==> src/rtl/alu_pkg.sv <==
// Shared types for the sequential ALU: opcodes, status flags and FSM states.
package alu_pkg;

  typedef enum logic [2:0] {
    ALU_ADD  = 3'd0,
    ALU_SUB  = 3'd1,
    ALU_CMP  = 3'd2,
    ALU_ROTL = 3'd3,
    ALU_ROTR = 3'd4,
    ALU_AND  = 3'd5,
    ALU_OR   = 3'd6,
    ALU_XOR  = 3'd7
  } op_e;

  typedef struct packed {
    logic carry;
    logic zero;
    logic neg;
    logic ovf;
  } flags_t;

  typedef enum logic [1:0] {
    ST_IDLE = 2'd0,
    ST_ROT  = 2'd1,
    ST_DONE = 2'd2
  } state_e;

endpackage

==> src/rtl/alu_addsub.sv <==
// Combinational adder/subtractor shared by ADD, SUB and CMP.
module alu_addsub #(
  parameter int unsigned WIDTH = 32
) (
  input  logic [WIDTH-1:0] a,
  input  logic [WIDTH-1:0] b,
  input  logic             sub,
  output logic [WIDTH-1:0] result,
  output logic             carry,
  output logic             ovf
);

  logic [WIDTH:0] ext;

  always_comb begin
    // The extra bit is the carry for add and the borrow (a < b) for subtract
    ext    = sub ? ({1'b0, a} - {1'b0, b}) : ({1'b0, a} + {1'b0, b});
    result = ext[WIDTH-1:0];
    carry  = ext[WIDTH];
    if (sub) begin
      ovf = (a[WIDTH-1] != b[WIDTH-1]) && (result[WIDTH-1] != a[WIDTH-1]);
    end else begin
      ovf = (a[WIDTH-1] == b[WIDTH-1]) && (result[WIDTH-1] != a[WIDTH-1]);
    end
  end

endmodule

==> src/rtl/alu_seq_core.sv <==
// Registered ALU with valid/ready handshakes; rotates iterate one bit per cycle.
module alu_seq_core
  import alu_pkg::*;
#(
  parameter int unsigned WIDTH   = 32,
  parameter int unsigned SHAMT_W = $clog2(WIDTH)
) (
  input  logic             clk,
  input  logic             rst_n,
  input  logic             in_valid,
  output logic             in_ready,
  input  logic [2:0]       in_op,
  input  logic [WIDTH-1:0] in_a,
  input  logic [WIDTH-1:0] in_b,
  output logic             out_valid,
  input  logic             out_ready,
  output logic [WIDTH-1:0] out_result,
  output logic             out_carry,
  output logic             out_zero,
  output logic             out_neg,
  output logic             out_ovf
);

  state_e             state_q, state_d;
  logic [WIDTH-1:0]   acc_q, acc_d;
  logic [SHAMT_W-1:0] cnt_q, cnt_d;
  logic               rot_left_q, rot_left_d;
  logic [WIDTH-1:0]   res_q, res_d;
  flags_t             flags_q, flags_d;

  op_e                op;
  logic [SHAMT_W-1:0] amt;
  logic [WIDTH-1:0]   as_result;
  logic               as_carry;
  logic               as_ovf;
  logic [WIDTH-1:0]   rot_step;

  assign op  = op_e'(in_op);
  assign amt = in_b[SHAMT_W-1:0];

  alu_addsub #(.WIDTH(WIDTH)) u_addsub (
    .a      (in_a),
    .b      (in_b),
    .sub    (op != ALU_ADD),
    .result (as_result),
    .carry  (as_carry),
    .ovf    (as_ovf)
  );

  always_comb begin
    state_d    = state_q;
    acc_d      = acc_q;
    cnt_d      = cnt_q;
    rot_left_d = rot_left_q;
    res_d      = res_q;
    flags_d    = flags_q;
    rot_step   = rot_left_q ? {acc_q[WIDTH-2:0], acc_q[WIDTH-1]}
                            : {acc_q[0], acc_q[WIDTH-1:1]};

    case (state_q)
      ST_IDLE: begin
        if (in_valid) begin
          state_d = ST_DONE;
          flags_d = '0;
          case (op)
            ALU_ADD, ALU_SUB: begin
              res_d         = as_result;
              flags_d.carry = as_carry;
              flags_d.ovf   = as_ovf;
            end
            ALU_CMP: begin
              res_d         = '0;
              res_d[0]      = as_carry;
              flags_d.carry = as_carry;
            end
            ALU_AND: res_d = in_a & in_b;
            ALU_OR:  res_d = in_a | in_b;
            ALU_XOR: res_d = in_a ^ in_b;
            default: begin
              // Rotates: zero amount completes immediately, otherwise iterate
              if (amt == '0) begin
                res_d = in_a;
              end else begin
                acc_d      = in_a;
                cnt_d      = amt;
                rot_left_d = (op == ALU_ROTL);
                state_d    = ST_ROT;
                res_d      = res_q;
                flags_d    = flags_q;
              end
            end
          endcase
          if (state_d == ST_DONE) begin
            flags_d.zero = (op == ALU_CMP) ? (in_a == in_b) : (res_d == '0);
            flags_d.neg  = (op == ALU_CMP) ? 1'b0 : res_d[WIDTH-1];
          end
        end
      end
      ST_ROT: begin
        acc_d = rot_step;
        cnt_d = cnt_q - SHAMT_W'(1);
        if (cnt_q == SHAMT_W'(1)) begin
          res_d         = rot_step;
          flags_d       = '0;
          flags_d.zero  = (rot_step == '0);
          flags_d.neg   = rot_step[WIDTH-1];
          state_d       = ST_DONE;
        end
      end
      ST_DONE: begin
        if (out_ready) state_d = ST_IDLE;
      end
      default: state_d = ST_IDLE;
    endcase
  end

  always_ff @(posedge clk or negedge rst_n) begin
    if (!rst_n) begin
      state_q    <= ST_IDLE;
      acc_q      <= '0;
      cnt_q      <= '0;
      rot_left_q <= 1'b0;
      res_q      <= '0;
      flags_q    <= '0;
    end else begin
      state_q    <= state_d;
      acc_q      <= acc_d;
      cnt_q      <= cnt_d;
      rot_left_q <= rot_left_d;
      res_q      <= res_d;
      flags_q    <= flags_d;
    end
  end

  assign in_ready   = (state_q == ST_IDLE);
  assign out_valid  = (state_q == ST_DONE);
  assign out_result = res_q;
  assign out_carry  = flags_q.carry;
  assign out_zero   = flags_q.zero;
  assign out_neg    = flags_q.neg;
  assign out_ovf    = flags_q.ovf;

endmodule
==> config.mk <==
export PLATFORM = sky130hd
export DESIGN_NAME = alu_seq_core
export DESIGN_NICKNAME = d
export VERILOG_FILES = /design/src/rtl/alu_pkg.sv /design/src/rtl/alu_addsub.sv /design/src/rtl/alu_seq_core.sv
export SDC_FILE = /design/constraint.sdc
export NUM_CORES = 1
export LEC_CHECK = 0
export BUFFER_PORTS_ARGS = -buffer_cell sky130_fd_sc_hd__buf_2
export CORE_MARGIN = 2
export CORE_UTILIZATION = 40
export DETAILED_ROUTE_END_ITERATION = 8
export GPL_TIMING_DRIVEN = 0
export PLACE_DENSITY_LB_ADDON = 0.25
export SYNTH_ARGS = -nofsm -noshare
export SYNTH_HDL_FRONTEND = slang
export SYNTH_SLANG_ARGS = --single-unit
export TNS_END_PERCENT = 10
==> constraint.sdc <==
create_clock -name clk -period 7.3 [get_ports clk]
set_input_delay 0.73 -clock clk [delete_from_list [all_inputs] [get_ports clk]]
set_output_delay 0.73 -clock clk [all_outputs]
set_load 0.05 [all_outputs]
==> run_results.csv, run 1 <==
group,metric,value,unit
final_layout,layout-drive-gt1-share,0.129,
global_route,grt_pass1_vias,11000,
timing,rsz0062_at_grt,"no",
cts,cts.sinks,76,
die,die-area,0.0276,mm2
timing,slew_violations,0,
global_route,grt_pass1_wl,68900,um
timing,fin_worst_skew,0.00820,ns
synthesis,synth_warnings,0,
synthesis,synth_area,0.0105,mm2
cts,post_cts_buffers,0,
die,die_w,166,um
placement,gp_congestion,0.993,
timing,tns,0,ns
synthesis,synth.net_count,1614,
synthesis,synth-seq-area-share,0.181,
synthesis,synth_cells,1443,
final_layout,nNetsFinal,1734,
cts,clk_latency,0.35,ns
timing,setup_viol,0,
die,start_util,0.405,
synthesis,synth-main-ff-cell,"dfrtp_1",
status,status,"complete, no violations",
die,die_y,166,um
timing,finalHoldViolations,0,
die,rows,59,
timing,timing.final.ws_setup,2.87,ns
global_route,grt.total_usage,0.322,
critical_path,cp_max_fo,6,
synthesis,syn-mean-instance-area,7.28,um2
final_layout,fin_cells,1903,
critical_path,endpoint_kind,"register",
global_route,antenna_found_initial,0,
detailed_routing,postRouteAntennaNets,0,
critical_path,crit_path_max_incr_delay,0.44,ns
detailed_routing,drc,0,
critical_path,path_class,"in2reg",
power_and_ir_drop,p_leak,0.00540,uW
die,fp.coreArea,0.0259,mm2
cts,postCtsHoldBufs,0,
critical_path,critPathArrivalTime,4.71,ns
placement,dpl_cell_area,0.0115,mm2
critical_path,path_cells,"buf_2 > ha_1 > fa_1 > a211oi_2 > o211ai_1 > a21oi_1 > o221ai_1 > xnor2_1 > o2111ai_1 > nor4_1 > nand4_1 > nor4_1 > nand4_1 > nand2_1",
synthesis,synth-edff-count,0,
detailed_routing,drt-initial-drc-count,1576,
die,pin_count,109,
detailed_routing,highest_layer,"met4",
critical_path,required,7.59,ns
detailed_routing,wirelength,46200,um
timing,fin_crit_sh,0.607,
final_layout,final_area,0.0118,mm2
global_route,grt_max_degree,48,
placement,dp_cells,1887,
detailed_routing,wl_met1,20100,um
synthesis,synth-seq-cells,76,
placement,portBuffers,108,
detailed_routing,via_count,12000,
global_route,grt-ovfl-total,0,
cts,cts_tree,"done",
cts,cts-root-buf,"clkbuf_16",
final_layout,antenna_cells,0,
timing,fmax,0.226,GHz
detailed_routing,wl_met3,4410,um
detailed_routing,met2_wirelength,20500,um
power_and_ir_drop,power_density,282,mW/mm2
detailed_routing,vias_per_cell,6.29,
run,drv_cap,0,
critical_path,worstSetupStartpointType,"input port",
power_and_ir_drop,peakVddDrop,0.291,mV
placement,pre_cts_ws,2.66,ns
timing,tightest_slew,0.811,ns
hold_path,hold_class,"in2async",
critical_path,crit_slowest_cell,"fa_1",
synthesis,synthArstFlopShare,1.00,
cts,clk_pin_slew,0.06,ns
final_layout,syn_to_final_growth,12.6,%
timing,period_minus_slack,4.43,ns
cts,cts_buffers,9,
detailed_routing,dr.pass1.iters,6,
placement,hpwlAfterDp,37100,um
power_and_ir_drop,power,3330,uW
timing,maxSlewHeadroom,0.459,
cts,cts_resized,0,
synthesis,yosysUniqueCellTypes,96,
cts,cts_buffer_depth,2,
cts,cts_htree_levels,3,
detailed_routing,wl_per_cell,24.3,um
flip-flops by register name (all words and copies together) (netlist names):
register    flops
rot_left_q      1
out_ovf         1
acc_q          32
cnt_q           5
state_q         2
out_carry       1
out_zero        1
out_result     32
out_neg         1
routing by layer:
layer	track usage	vias to the layer above
met1	0.460	5732
met3	0.0467	82
met5	0	-
met4	0.0836	0
met2	0.509	644
li1	-	5514
synth_stat cells, types with 5 or more instances:
cell,n,area (um2)
a211oi_1,50,375
a21o_1,26,195
a21oi_1,117,586
a221oi_1,6,52.6
a22o_1,24,210
a22oi_1,10,75.1
a311oi_1,6,52.6
a31oi_1,8,50.1
and2_1,11,68.8
and3_1,9,56.3
buf_1,11,41.3
buf_2,22,110
buf_4,6,45.0
clkbuf_1,69,259
dfrtp_1,76,1900
ha_1,98,1230
inv_1,96,360
mux2_2,5,56.3
mux2i_1,39,390
nand2_1,156,586
nand2b_1,14,87.6
nand3_1,32,160
nand4_1,17,106
nor2_1,135,507
nor2b_1,41,257
nor3_1,26,130
nor4_1,27,169
o211ai_1,12,90.1
o21a_1,6,45.0
o21ai_0,71,355
o21ai_1,7,35.0
o21bai_1,6,45.0
o22ai_1,12,75.1
o31ai_1,52,390
or3_1,14,87.6
xnor2_1,11,96.3
layout by cell type (no fill, tap or decap), drive strengths merged, types with 8 or more instances in the layout:
master	count
a2111oi	8
a211oi	54
a21o	26
a21oi	119
a221oi	8
a22o	24
a22oi	10
a31oi	9
and2	11
and3	9
buf	149
clkbuf	80
dfrtp	76
ha	98
inv	101
mux2i	39
nand2	156
nand2b	14
nand3	32
nand4	17
nor2	137
nor2b	43
nor3	26
nor4	29
o211ai	14
o21ai	78
o22ai	12
o31ai	53
or3	14
xnor2	11
worst max-delay path: cells and delay by family:
family	cells	cell delay (ns)
buffers and inverters	1	0.16
adders and majority gates	2	0.71
AOI/OAI and AO/OA	5	1.41
xor gates and xnor gates	1	0.44
and+or+nand+nor	5	1.25
report_power, final:
| part | internal, uW | total, uW | leakage [uW] | switching [uW] |
|---|---|---|---|---|
| Combinational | 600 | 1960 | 0.00429 | 1360 |
| Clock | 319 | 508 | 0.000166 | 188 |
| Sequential | 619 | 859 | 0.000950 | 241 |
| Total | 1540 | 3330 | 0.00540 | 1790 |
logic make-up after synthesis:
logic type / count (synthesis) / synth area share
buf+inv: 209 / 0.0802
simple gates: 510 / 0.234
fa+ha+maj: 100 / 0.121
mux: 44 / 0.0425
compound gates: 492 / 0.331
xor+xnor: 12 / 0.0100
flops: 76 / 0.181
final timing paths:
path	start	end	slack, ns	cells after the start
max in group asynchronous	rst_n	acc_q[21]$_DFFE_PN0P_	6.41	2
max reg2reg	acc_q[29]$_DFFE_PN0P_	out_zero$_DFFE_PN0P_	3.79	11
min	rst_n	acc_q[4]$_DFFE_PN0P_	0.31	1
max	in_b[0]	out_zero$_DFFE_PN0P_	2.87	14
min in group clk	out_neg$_DFFE_PN0P_	out_neg$_DFFE_PN0P_	0.48	2
min reg2reg	out_neg$_DFFE_PN0P_	out_neg$_DFFE_PN0P_	0.48	2
through the flow:
| step | hold WS (ns) | util |
|---|---|---|
| 3_3_place_gp | 0.460 | 0.442 |
| 2_1_floorplan | 0.434 | - |
| 3_5_place_dp | 0.473 | 0.443 |
| 5_1_grt | 0.350 | 0.456 |
| 6_report | 0.314 | 0.456 |
| 4_1_cts | 0.335 | 0.456 |
cell type report:
type | instances | area [um2]
clock inverter | 5 | 82.6
tap | 335 | 419
multi-input combinational | 1158 | 7750
clock buffer | 11 | 253
fill | 2705 | 14100
inverter | 100 | 375
timing repair buffer | 109 | 571
sequential | 76 | 1900
buffer | 109 | 467
(Power assumes the default switching activity.)
==> run 2: changes to the inputs <==
clock period = 4 ns   (was 7.3 ns; I/O delays follow)
==> run 2 against run 1 <==
Net effect:
- the run now ends with hold timing left
- combinational power grew 83%
- critical endpoint unchanged
- cell count is essentially flat
- clock skew grew 0.0018 ns
- via count is essentially flat
- largest cell class unchanged
==> run_results.csv, run 2 (synthesis gave the netlist of run 1 again) <==
group,metric,value,unit
timing,maxSlewHeadroom,0.437,
final_layout,layout_commonest_cell,"nand2_1",
detailed_routing,wirelength,46300,um
die,rows,59,
die,pin_count,109,
detailed_routing,vias_per_cell,6.29,
timing,slew_violations,0,
global_route,grt.total_usage,0.322,
detailed_routing,wl_per_cell,24.3,um
timing,setup_viol,0,
cts,cts-root-buf,"clkbuf_16",
global_route,grt_pass1_wl,68900,um
final_layout,layout_common_cells,"nand2_1 (156), nor2_1 (135), buf_2 (129), a21oi_1 (116), ha_1 (98)",
critical_path,critPathArrivalTime,4.20,ns
cts,postCtsHoldBufs,0,
cts,cts.sinks,76,
timing,rsz0062_at_grt,"no",
die,start_util,0.405,
status,status,"finished, violations left",
cts,cts_buffer_depth,2,
timing,fmax,0.256,GHz
power_and_ir_drop,peakVddDrop,0.529,mV
cts,cts_htree_levels,3,
cts,clk_pin_slew,0.06,ns
timing,fin_crit_sh,0.978,
detailed_routing,drt-initial-drc-count,1449,
critical_path,worstSetupStartpointType,"input port",
global_route,grt_max_degree,48,
detailed_routing,postRouteAntennaNets,0,
die,die-area,0.0276,mm2
placement,pre_cts_ws,-0.308,ns
die,die_w,166,um
run,drv_cap,0,
global_route,grt_pass1_vias,11000,
global_route,grt-ovfl-total,0,
die,die_y,166,um
timing,finalHoldViolations,9,
critical_path,endpoint_kind,"register",
status,violations,"hold timing",
timing,period_minus_slack,3.91,ns
placement,hpwlAfterDp,37100,um
cts,cts_buffers,9,
placement,gp_congestion,0.993,
global_route,antenna_found_initial,0,
final_layout,antenna_cells,0,
detailed_routing,drc,0,
detailed_routing,dr.pass1.iters,6,
die,fp.coreArea,0.0259,mm2
timing,fin_worst_skew,0.00998,ns
power_and_ir_drop,p_leak,0.00543,uW
power_and_ir_drop,power_density,512,mW/mm2
timing,tns,0,ns
timing,whs,-0.0140,ns
detailed_routing,via_count,12000,
critical_path,required,4.29,ns
critical_path,path_class,"in2reg",
cts,cts_tree,"done",
final_layout,syn_to_final_growth,13.3,%
final_layout,nNetsFinal,1735,
critical_path,cp_max_fo,4,
timing,tightest_slew,0.845,ns
timing,timing.final.ws_setup,0.0869,ns
hold_path,hold_class,"in2async",
cts,clk_latency,0.35,ns
placement,portBuffers,108,
final_layout,fin_util,0.459,
final_layout,layout-drive-gt1-share,0.136,
[run 2: cell count changes in the layout (fill, tap and decap cells not counted), moves of 2 or more]
| cell | delta |
|---|---|
| a211oi_1 | -3 |
| a211oi_2 | +3 |
| nor4_1 | -2 |
| o21ai_0 | -2 |
| o21ai_1 | +2 |
[run 2: power breakdown]
| part | internal (uW) | leakage (uW) | switching, uW |
|---|---|---|---|
| sequential | 1130 | 0.000950 | 440 |
| combinational | 1100 | 0.00431 | 2490 |
| clock | 583 | 0.000166 | 342 |
| total | 2810 | 0.00543 | 3270 |
[run 2: what timing repair did]
action / 4_1_cts / 5_1_grt
resized for setup: 0 / 13
hold endpoints to repair: 0 / 0
setup buffers: 0 / 1
endpoints found under the setup margin: 0 / 3
[run 2: per-stage QoR]
stage | cells | hold slack [ns] | power [uW] | instance area, um2
floorplan | 1443 | 0.104 | 3880 | 10500
global placement | 1886 | 0.460 | 5030 | 11500
detailed placement | 1887 | 0.366 | 5050 | 11500
CTS | 1903 | 0.00481 | 5980 | 11800
global route | 1904 | 0.0200 | 6400 | 11900
finish | 1904 | -0.0140 | 6090 | 11900
[run 2: path summary, 6_finish.rpt]
path,cells past startpoint,endpoint,start,slack (ns)
min in group clk,2,state_q[1]$_DFFE_PN0P_,out_ready,0.25
max,16,out_zero$_DFFE_PN0P_,in_a[0],0.09
max reg2reg,11,out_zero$_DFFE_PN0P_,acc_q[29]$_DFFE_PN0P_,0.47
min,1,acc_q[4]$_DFFE_PN0P_,rst_n,-0.01
min reg2reg,2,out_neg$_DFFE_PN0P_,out_neg$_DFFE_PN0P_,0.49
max in group asynchronous,2,acc_q[21]$_DFFE_PN0P_,rst_n,3.44
[run 2: worst max-delay path: stages]
cell	delay (ns)
buf_2	0.15
inv_1	0.09
ha_1	0.21
inv_1	0.07
fa_1	0.40
nor2b_2	0.20
o311ai_4	0.35
a211oi_2	0.20
or3_1	0.39
a21o_1	0.20
a211oi_1	0.50
mux2i_1	0.34
o211ai_1	0.12
nor4_1	0.28
nand4_1	0.20
nand2_1	0.11
[run 2: cell type report]
type / count / area (um2)
well taps: 335 / 419
multi-input cells: 1158 / 7820
fillers: 2703 / 14000
repair buffers: 110 / 578
clock buffers: 11 / 253
clock inverters: 5 / 82.6
plain buffers: 109 / 467
inverters: 100 / 375
flip-flops and latches: 76 / 1900
[run 2: layer usage]
| layer | global-route usage | wire length (um) | share of wire | up-vias |
|---|---|---|---|---|
| li1 | - | - | - | 5514 |
| met1 | 0.460 | 20200 | 0.44 | 5755 |
| met2 | 0.509 | 20700 | 0.45 | 625 |
| met3 | 0.0467 | 4320 | 0.093 | 73 |
| met4 | 0.0836 | 1160 | 0.025 | 0 |
| met5 | 0 | 0 | 0 | - |
